<file path="src/rtl/brr_filter_buffer_if.sv">
// Bundles the sample handshake and the window port of the BRR filter/buffer.
//   master : the decoder side; drives restart, the input handshake and do_consume
//   slave  : brr_filter_buffer; drives in_ready, the count and the window
interface brr_filter_buffer_if #(
   parameter int PTR_W = 3
);
   logic                restart;
   logic                in_valid;
   logic                in_ready;
   logic signed [15:0]  in_sample;
   logic        [1:0]   in_filter;
   logic                do_consume;
   logic        [PTR_W:0] remaining_sample_count;
   logic                window_valid;
   logic signed [15:0]  sample_out_0;
   logic signed [15:0]  sample_out_1;
   logic signed [15:0]  sample_out_2;

   modport master (
      output restart, in_valid, in_sample, in_filter, do_consume,
      input  in_ready, remaining_sample_count, window_valid,
             sample_out_0, sample_out_1, sample_out_2
   );

   modport slave (
      input  restart, in_valid, in_sample, in_filter, do_consume,
      output in_ready, remaining_sample_count, window_valid,
             sample_out_0, sample_out_1, sample_out_2
   );
endinterface

</file>
<file path="src/rtl/brr_filter_buffer.sv">
// BRR prediction filter and circular sample buffer.
// Takes raw shifted BRR samples with their block filter mode, applies the
// ADPCM predictor from the last two outputs, clamps to 16 bits, wraps to
// 15 bits and stores the result. A three-sample window starting at the
// oldest unconsumed sample feeds the interpolation stage.
// Ports:
//   clock  : system clock
//   reset  : asynchronous active-high reset
//   bus    : slave side of brr_filter_buffer_if (restart, in_valid/in_ready,
//            in_sample, in_filter, do_consume, remaining_sample_count,
//            window_valid, sample_out_0..2)
module brr_filter_buffer #(
   parameter int DEPTH = 8,
   parameter int PTR_W = 3
) (
   input logic               clock,
   input logic               reset,
   brr_filter_buffer_if.slave bus
);

   localparam int CNT_W = PTR_W + 1;
   localparam logic [CNT_W-1:0] FULL_CNT = DEPTH[CNT_W-1:0];

   typedef enum logic [1:0] {
      ST_IDLE  = 2'd0,
      ST_CALC  = 2'd1,
      ST_WRITE = 2'd2
   } state_t;

   state_t                   state_q, state_d;
   logic signed [15:0]       smp_q;
   logic        [1:0]        flt_q;
   logic signed [17:0]       sum_q, sum_d;
   logic signed [15:0]       p1_q, p2_q;
   logic        [PTR_W-1:0]  rd_q, wr_q;
   logic        [CNT_W-1:0]  cnt_q, cnt_d;
   logic signed [15:0]       mem_q [DEPTH];

   logic                     rdy;
   logic                     accept;
   logic                     wr_en;
   logic                     rd_en;
   logic signed [15:0]       out_w;
   logic signed [19:0]       smp_w, p1_w, p2_w;

   // Clamp to the 16-bit range, then keep only 15 bits sign-extended to 16.
   // Saturated extremes wrap as well: +32767 becomes -1, -32768 becomes 0.
   function automatic logic signed [15:0] sat_wrap(input logic signed [17:0] v);
      logic [14:0] c;
      if (v > 18'sd32767)
         c = 15'h7fff;
      else if (v < -18'sd32768)
         c = 15'h0000;
      else
         c = v[14:0];
      return {c[14], c};
   endfunction

   // Control: IDLE accepts, CALC forms the sum, WRITE stores it.
   always_comb begin
      state_d = state_q;
      rdy     = 1'b0;
      case (state_q)
         ST_IDLE: begin
            rdy = (cnt_q < FULL_CNT);
            if (bus.in_valid && rdy)
               state_d = ST_CALC;
         end
         ST_CALC:  state_d = ST_WRITE;
         ST_WRITE: state_d = ST_IDLE;
         default:  state_d = ST_IDLE;
      endcase
      if (bus.restart || reset) begin
         rdy     = 1'b0;
         state_d = ST_IDLE;
      end
   end

   assign accept = bus.in_valid && rdy;
   assign wr_en  = (state_q == ST_WRITE);
   assign rd_en  = bus.do_consume && (cnt_q != '0);

   // Predictor terms are evaluated at 20 bits so the -13*p1 product keeps its
   // low bits before the shift; the final sum always fits in 18 bits.
   always_comb begin
      smp_w = smp_q;
      p1_w  = p1_q;
      p2_w  = p2_q;
      sum_d = '0;
      case (flt_q)
         2'd0: sum_d = 18'(smp_w >>> 1);
         2'd1: sum_d = 18'((smp_w >>> 1) + p1_w + ((-p1_w) >>> 4));
         2'd2: sum_d = 18'((smp_w >>> 1) + (p1_w <<< 1)
                           + ((-(p1_w * 20'sd3)) >>> 5)
                           - p2_w + (p2_w >>> 4));
         default: sum_d = 18'((smp_w >>> 1) + (p1_w <<< 1)
                              + ((-(p1_w * 20'sd13)) >>> 6)
                              - p2_w + ((p2_w * 20'sd3) >>> 4));
      endcase
   end

   assign out_w = sat_wrap(sum_q);

   // A write and a consume in the same cycle cancel in the occupancy count.
   always_comb begin
      case ({wr_en, rd_en})
         2'b10:   cnt_d = cnt_q + CNT_W'(1);
         2'b01:   cnt_d = cnt_q - CNT_W'(1);
         default: cnt_d = cnt_q;
      endcase
   end

   always_ff @(posedge clock or posedge reset) begin
      if (reset) begin
         state_q <= ST_IDLE;
         smp_q   <= '0;
         flt_q   <= '0;
         sum_q   <= '0;
         p1_q    <= '0;
         p2_q    <= '0;
         rd_q    <= '0;
         wr_q    <= '0;
         cnt_q   <= '0;
         for (int i = 0; i < DEPTH; i++)
            mem_q[i] <= '0;
      end else if (bus.restart) begin
         // Key-on: drop any in-flight sample and forget all history.
         state_q <= ST_IDLE;
         smp_q   <= '0;
         flt_q   <= '0;
         sum_q   <= '0;
         p1_q    <= '0;
         p2_q    <= '0;
         rd_q    <= '0;
         wr_q    <= '0;
         cnt_q   <= '0;
         for (int i = 0; i < DEPTH; i++)
            mem_q[i] <= '0;
      end else begin
         state_q <= state_d;
         if (accept) begin
            smp_q <= bus.in_sample;
            flt_q <= bus.in_filter;
         end
         if (state_q == ST_CALC)
            sum_q <= sum_d;
         if (wr_en) begin
            mem_q[wr_q] <= out_w;
            wr_q        <= wr_q + PTR_W'(1);
            p2_q        <= p1_q;
            p1_q        <= out_w;
         end
         if (rd_en)
            rd_q <= rd_q + PTR_W'(1);
         cnt_q <= cnt_d;
      end
   end

   assign bus.in_ready               = rdy;
   assign bus.remaining_sample_count = cnt_q;
   assign bus.window_valid           = (cnt_q >= CNT_W'(3));
   assign bus.sample_out_0           = mem_q[rd_q];
   assign bus.sample_out_1           = mem_q[rd_q + PTR_W'(1)];
   assign bus.sample_out_2           = mem_q[rd_q + PTR_W'(2)];

endmodule

</file>
<file path="src/flat_wrapper.sv">
// flat-port wrapper written by rule: the top's interface ports become plain ports
module brr_filter_buffer_flat 
#(
   parameter int DEPTH = 8,
   parameter int PTR_W = 3
)
  (clock, reset, bus_restart, bus_in_valid, bus_in_sample, bus_in_filter, bus_do_consume, bus_in_ready, bus_remaining_sample_count, bus_window_valid, bus_sample_out_0, bus_sample_out_1, bus_sample_out_2);
  brr_filter_buffer_if #(.PTR_W(PTR_W)) bus_i ();
  input logic clock;
  input logic reset;
  input wire logic [$bits(bus_i.restart)-1:0] bus_restart;
  input wire logic [$bits(bus_i.in_valid)-1:0] bus_in_valid;
  input wire logic [$bits(bus_i.in_sample)-1:0] bus_in_sample;
  input wire logic [$bits(bus_i.in_filter)-1:0] bus_in_filter;
  input wire logic [$bits(bus_i.do_consume)-1:0] bus_do_consume;
  output wire logic [$bits(bus_i.in_ready)-1:0] bus_in_ready;
  output wire logic [$bits(bus_i.remaining_sample_count)-1:0] bus_remaining_sample_count;
  output wire logic [$bits(bus_i.window_valid)-1:0] bus_window_valid;
  output wire logic [$bits(bus_i.sample_out_0)-1:0] bus_sample_out_0;
  output wire logic [$bits(bus_i.sample_out_1)-1:0] bus_sample_out_1;
  output wire logic [$bits(bus_i.sample_out_2)-1:0] bus_sample_out_2;
  assign bus_i.restart = bus_restart;
  assign bus_i.in_valid = bus_in_valid;
  assign bus_i.in_sample = bus_in_sample;
  assign bus_i.in_filter = bus_in_filter;
  assign bus_i.do_consume = bus_do_consume;
  assign bus_in_ready = bus_i.in_ready;
  assign bus_remaining_sample_count = bus_i.remaining_sample_count;
  assign bus_window_valid = bus_i.window_valid;
  assign bus_sample_out_0 = bus_i.sample_out_0;
  assign bus_sample_out_1 = bus_i.sample_out_1;
  assign bus_sample_out_2 = bus_i.sample_out_2;
  brr_filter_buffer #(.DEPTH(DEPTH), .PTR_W(PTR_W)) u_core (.clock(clock), .reset(reset), .bus(bus_i));
endmodule
</file>
<file path="config.mk">
export PLATFORM = sky130hd
export DESIGN_NAME = brr_filter_buffer_flat
export DESIGN_NICKNAME = d
export VERILOG_FILES = /design/src/rtl/brr_filter_buffer_if.sv /design/src/rtl/brr_filter_buffer.sv /design/src/flat_wrapper.sv
export SDC_FILE = /design/constraint.sdc
export NUM_CORES = 1
export LEC_CHECK = 0
export ABC_AREA = 0
export CORE_ASPECT_RATIO = 1.4
export CORE_MARGIN = 10
export CORE_UTILIZATION = 45
export CTS_BUF_LIST = sky130_fd_sc_hd__clkbuf_8 sky130_fd_sc_hd__clkbuf_16
export DETAILED_ROUTE_END_ITERATION = 8
export DONT_BUFFER_PORTS = 1
export PLACE_DENSITY = 0.58
export SLEW_MARGIN = 20
export SYNTH_ARGS = -nofsm -noshare
export SYNTH_HDL_FRONTEND = slang
export SYNTH_SLANG_ARGS = --single-unit
</file>
<file path="constraint.sdc">
create_clock -name clock -period 19.6 [get_ports clock]
set_input_delay 5.88 -clock clock [delete_from_list [all_inputs] [get_ports clock]]
set_output_delay 5.88 -clock clock [all_outputs]
set_load 0.05 [all_outputs]
</file>
* Word level (Yosys, flattened, before mapping)
Index checks and enable logic that the tools add are counted.
** Operators by class
- Equal/unequal tests :: 7
- Bitwise operators :: 4
- $add $sub $neg :: 17
- Muxes and demuxes :: 39
- Reductions and logical operators :: 13
- Order comparisons :: 9
- $mul :: 3
** Operators by type and width (number)
- two-way mux 128 bit :: 2
- two-way mux 16 bit :: 13
- binary-select mux 16 bit (select 3 bit) :: 3
- bitwise mux 128 bit :: 1
- case mux 18 bit (3 select lines) :: 1
- demux 16 bit (select 3 bit) :: 1
- multiplier 16 x 3 -> 19 bit (second input constant) :: 2
- adder 18 x 15 -> 18 bit :: 2
- two-way mux 18 bit :: 2
- subtractor 18 x 16 -> 18 bit :: 2
- two-way mux 15 bit :: 2
- multiplier 16 x 5 -> 20 bit (second input constant) :: 1
- negation 16 -> 20 bit :: 1
- negation 19 -> 20 bit :: 1
- negation 20 bit :: 1
- adder 15 x 17 -> 18 bit :: 1
- adder 17 x 16 -> 18 bit :: 1
- adder 18 x 12 -> 18 bit :: 1
- adder 18 x 14 -> 18 bit :: 1
- greater-than comparator 18 x 16 -> 1 bit (second input constant) :: 1
- < comparator 18 x 16 -> 1 bit (second input constant) :: 1
- adder 15 x 16 -> 17 bit :: 1
- greater-or-equal comparator 4 bit (second input constant) :: 4
- inverter 3 -> 4 bit :: 4
- other kinds (22) :: 42
** Word-level totals
- Logic and storage cells :: 109
- Register bits :: 208
- Input bits :: 23

* Depth between registers and ports, before layout
- Depth after elaboration :: 8
- Mapped depth :: 28
- Depth with buffers taken out :: 28

* Least setup slack after synthesis
Ideal clock, no wire load.
- Kind :: input to output
- From :: input port bus_restart
- To :: output port bus_in_ready
- Setup slack :: 5821 ps
- Arrival :: 7899 ps
- Buffers on the path :: 1
- Stages on the path :: 3
- Cell sequence :: clkbuf_1 -> nor2_1 -> nor4b_1
** On the way
- Longest elaborated chain between the ends :: 2
** Ends and longest elaborated chain
- start, declared :: line flat_wrapper.sv:11 : input wire logic [$bits(bus_i.restart)-1:0] bus_restart;
- logical OR 1 bit :: line brr_filter_buffer.sv:73 : if (bus.restart || reset) begin
- two-way mux 1 bit :: line brr_filter_buffer.sv:73
- end, declared :: line flat_wrapper.sv:16 : output wire logic [$bits(bus_i.in_ready)-1:0] bus_in_ready;
Every way passes these cells.

* Worst setup path after layout
Same ends and word-level chain as after synthesis.

==> metrics.md <==
| Metric | Value |
|---|---|
| Total area of sequential cells | 4930 sq um |
| Combinational share of power | 0.456 |
| Flip-flop and latch count after synthesis | 197 |
| Origin of the critical flop-to-flop path | u_core.p1_q[8] |
| Total placed instance area | 19000 sq um |
| Critical Setup Path Class | primary input to primary output |
| Final Hold Viols | 0 |
| Internal power contribution | 0.915 mW |
| Clock-pin slew on the worst setup and hold paths | 70 ps |
| Hold Path Cell Cnt | 2 |
| Top library cells by usage in the layout, fill and taps aside | sky130_fd_sc_hd__inv_1, sky130_fd_sc_hd__ha_1, sky130_fd_sc_hd__dfrtp_1, sky130_fd_sc_hd__nand2_1, sky130_fd_sc_hd__a22o_1 |
| Source-to-sink clock delay at the later pin of the worst-skew pair | 460 ps |
| Share of total power in sequential cells | 0.295 |
| Number of instances resized during post-cts repair | 0 |
| Aggregate negative setup slack | 0 ps |
| Average instance area after synthesis | 9.88 sq um |
| Count of mapped cells out of synthesis | 1865 |
| Setup clock skew after layout | 13.6 ps |
| Fraction of layout instances using a drive strength above 1 | 0.101 |
| Number of clock sinks | 197 |
| Hold slack final | 494 ps |
| Clock share of power | 0.249 |
| Sequential-to-total area share from yosys stat | 0.268 |
| End of the critical path | bus_in_ready |
| Launching instance or port of the critical path | bus_restart |
| Footprint of the multi-input gates | 12300 sq um |
| Vias after detailed routing | 13798 |
| Io pins | 77 |
| Vias in the first global route | 14406 |
| Average routed wire per standard cell | 21.3 microns |
| Via-per-instance ratio | 5.84 |
| Count of maximum capacitance violations | 0 |
| Total routing resource utilization after global routing | 0.206 |
| First-pass GRT wire length | 79.7 mm |
| Count of nets left with antenna violations after detail routing | 0 |
| Standby leakage power | 9.43 nW |
| Largest net degree at the start of global routing | 120 |
| CTS root buffer | sky130_fd_sc_hd__clkbuf_16 |
| Startpoint types | primary input |
| Post-layout instance area | 19700 sq um |
| IO buf count | 0 |
| Worst voltage drop across the vdd grid | 0.0493 mV |
| Number of search-and-repair iterations in the first detailed-routing pass | 5 |
| Share of the core filled with cells in the final layout | 0.487 |
| RSZ-0062 raised after global routing | false |
| Count of cells along the worst register-to-register path | 25 |
| Slew at the pin with the worst max-slew slack | 1150 ps |
| Half-perimeter wire length of the detailed placement result | 37.6 mm |
| Worst min-delay path category | register to register |
| End of the worst register-to-register path | u_core.sum_q[17] |
| Grt total ovfl | 0 |
| R2r setup slk | 12110 ps |
| # setup viols final | 0 |
| Mapped cell area | 18400 sq um |
| Die height | 259 microns |
| Area enclosed by the die boundary | 49500 sq um |
| Filler Cells Inserted | 3755 |
| Initial Utilization | 0.456 |
| Die width | 191 microns |
| Final number of max-transition violations | 0 |
| Number of antenna violations at the first check in global routing | 3 |
| Slew margin rel. | 0.234 |
| CP required | 13720 ps |
| Detailed-route DRC error count | 0 |
| Highest net fanout along the worst path | 54 |
| DRC marker count from the first detailed-route iteration | 804 |
| Gp weighted congestion | 0.876 |
| FFs w/ async S/R, synth | 1.00 |
| Yosys synthesis warning count | 0 |
| Synth cell types | 69 |
| Net Sw Power | 0.623 mW |
| Syn nets | 2184 |
| Final layout net count | 2134 |
| EDFF count, synth | 0 |
| Final critical-path required period | 12360 ps |
| Relative area change from synthesis to final layout | 6.83% |
| Post-synth top flop | sky130_fd_sc_hd__dfrtp_1 |
| Core footprint | 40400 sq um |
| Aggregate routed wire length | 50.2 mm |
| Final period util | 0.630 |
| Fraction of power spent switching nets | 0.405 |
| Total power density per cell area | 78.2 nW/um^2 |
| Number of placement rows | 87 |
| Setup Buffers After CTS | 0 |
| Arrival time at the worst endpoint | 6480 ps |
| Most common library cell in the layout ignoring fill and taps | sky130_fd_sc_hd__inv_1 |
| Deepest clock path buffer count | 2 |
| Outcome | finished, final reports clean |
| Clock buffers created by TritonCTS | 17 |
| Max Freq | 0.0809 GHz |
| Post-CTS Hold Buffers | 0 |
| Crit. End Element | primary output |
| CTS tree | yes |
| Maximum level of the CTS H-tree | 4 |
==> cells in the mapped netlist (8+ instances only) <==
cell	instances	share of area
sky130_fd_sc_hd__a211oi_1	8	0.0033
sky130_fd_sc_hd__a21o_1	35	0.014
sky130_fd_sc_hd__a21oi_1	75	0.020
sky130_fd_sc_hd__a22o_1	131	0.062
sky130_fd_sc_hd__and3_1	10	0.0034
sky130_fd_sc_hd__buf_1	18	0.0037
sky130_fd_sc_hd__clkbuf_1	72	0.015
sky130_fd_sc_hd__dfrtp_1	197	0.27
sky130_fd_sc_hd__fa_1	92	0.10
sky130_fd_sc_hd__ha_1	204	0.14
sky130_fd_sc_hd__inv_1	244	0.050
sky130_fd_sc_hd__mux2_2	39	0.024
sky130_fd_sc_hd__mux2i_1	19	0.010
sky130_fd_sc_hd__mux4_2	58	0.071
sky130_fd_sc_hd__nand2_1	139	0.028
sky130_fd_sc_hd__nand2b_1	10	0.0034
sky130_fd_sc_hd__nand3_1	22	0.0060
sky130_fd_sc_hd__nor2_1	92	0.019
sky130_fd_sc_hd__nor2b_1	20	0.0068
sky130_fd_sc_hd__nor3_1	30	0.0082
sky130_fd_sc_hd__o21a_1	32	0.013
sky130_fd_sc_hd__o21ai_0	44	0.012
sky130_fd_sc_hd__o21ai_1	35	0.0095
sky130_fd_sc_hd__o31ai_1	18	0.0073
sky130_fd_sc_hd__or3_1	14	0.0048
sky130_fd_sc_hd__xnor2_1	62	0.029
sky130_fd_sc_hd__xor2_1	46	0.022
==> kinds of logic (layout without fill, tap and decap cells) <==
logic type | count (synthesis) | count (layout) | share of synthesized area
compound gates | 433 | 433 | 0.169
xor+xnor | 110 | 110 | 0.0538
fa+ha+maj | 296 | 296 | 0.239
buf+inv | 340 | 303 | 0.0700
flops | 197 | 197 | 0.268
mux | 122 | 122 | 0.109
other cells | 0 | 1 | 0
simple gates | 367 | 367 | 0.0923
==> state kept, by name (all words and copies together), names as in the netlist <==
signal and cells:
u_core.bus.remaining_sample_count 4, u_core.flt_q 2, u_core.mem_q 120, u_core.p1_q 15, u_core.p2_q 15, u_core.rd_q 3
u_core.smp_q 15, u_core.state_q 2, u_core.sum_q 18, u_core.wr_q 3
==> metrics by stage <==
stage / setup slack [ps] / cells / total power, mW
after global routing: 7160 / 2362 / 1.64
after global placement: 7230 / 2330 / 1.15
after detailed placement: 7240 / 2330 / 1.16
after CTS: 7240 / 2362 / 1.55
after floorplan: 5820 / 1865 / 0.991
final: 7240 / 2363 / 1.54
==> metal layers <==
layer	global-route usage	vias up	routed length (microns)
met3	0.0243	69	1600
li1	-	6414	-
met2	0.385	265	27300
met4	0.0649	4	1120
met1	0.237	7046	20200
met5	0	-	27
==> worst max-delay path, cell delays in order <==
cell and delay, ps:
sky130_fd_sc_hd__nor2_1 130, sky130_fd_sc_hd__nor4b_2 210, sky130_fd_sc_hd__buf_4 240
==> cell type report <==
cell class,count,area share
clock inverter,15,0.0102
timing repair buffer,25,0.00973
antenna,1,0.000127
clock buffer,17,0.0216
sequential,197,0.251
inverter,246,0.0473
tap,534,0.0340
multi-input combinational,1328,0.626
==> power groups by stage <==
| stage | sequential, mW | clock (mW) | combinational, mW |
|---|---|---|---|
| 2_1_floorplan | 0.442 | 0 | 0.549 |
| 3_3_place_gp | 0.461 | 0 | 0.688 |
| 3_5_place_dp | 0.462 | 0 | 0.703 |
| 4_1_cts | 0.454 | 0.390 | 0.706 |
| 5_1_grt | 0.456 | 0.406 | 0.777 |
| 6_report | 0.453 | 0.384 | 0.701 |
==> worst min-delay path by stage <==
stage / start / slack (ps) / endpoint
floorplan: u_core.sum_q[2] / 450 / u_core.sum_q[2]
global placement: u_core.sum_q[2] / 470 / u_core.sum_q[2]
detailed placement: u_core.sum_q[11] / 480 / u_core.sum_q[11]
CTS: u_core.sum_q[11] / 500 / u_core.sum_q[11]
global route: u_core.sum_q[2] / 530 / u_core.sum_q[2]
finish: u_core.sum_q[11] / 490 / u_core.sum_q[11]
(Power assumes the default switching activity.)
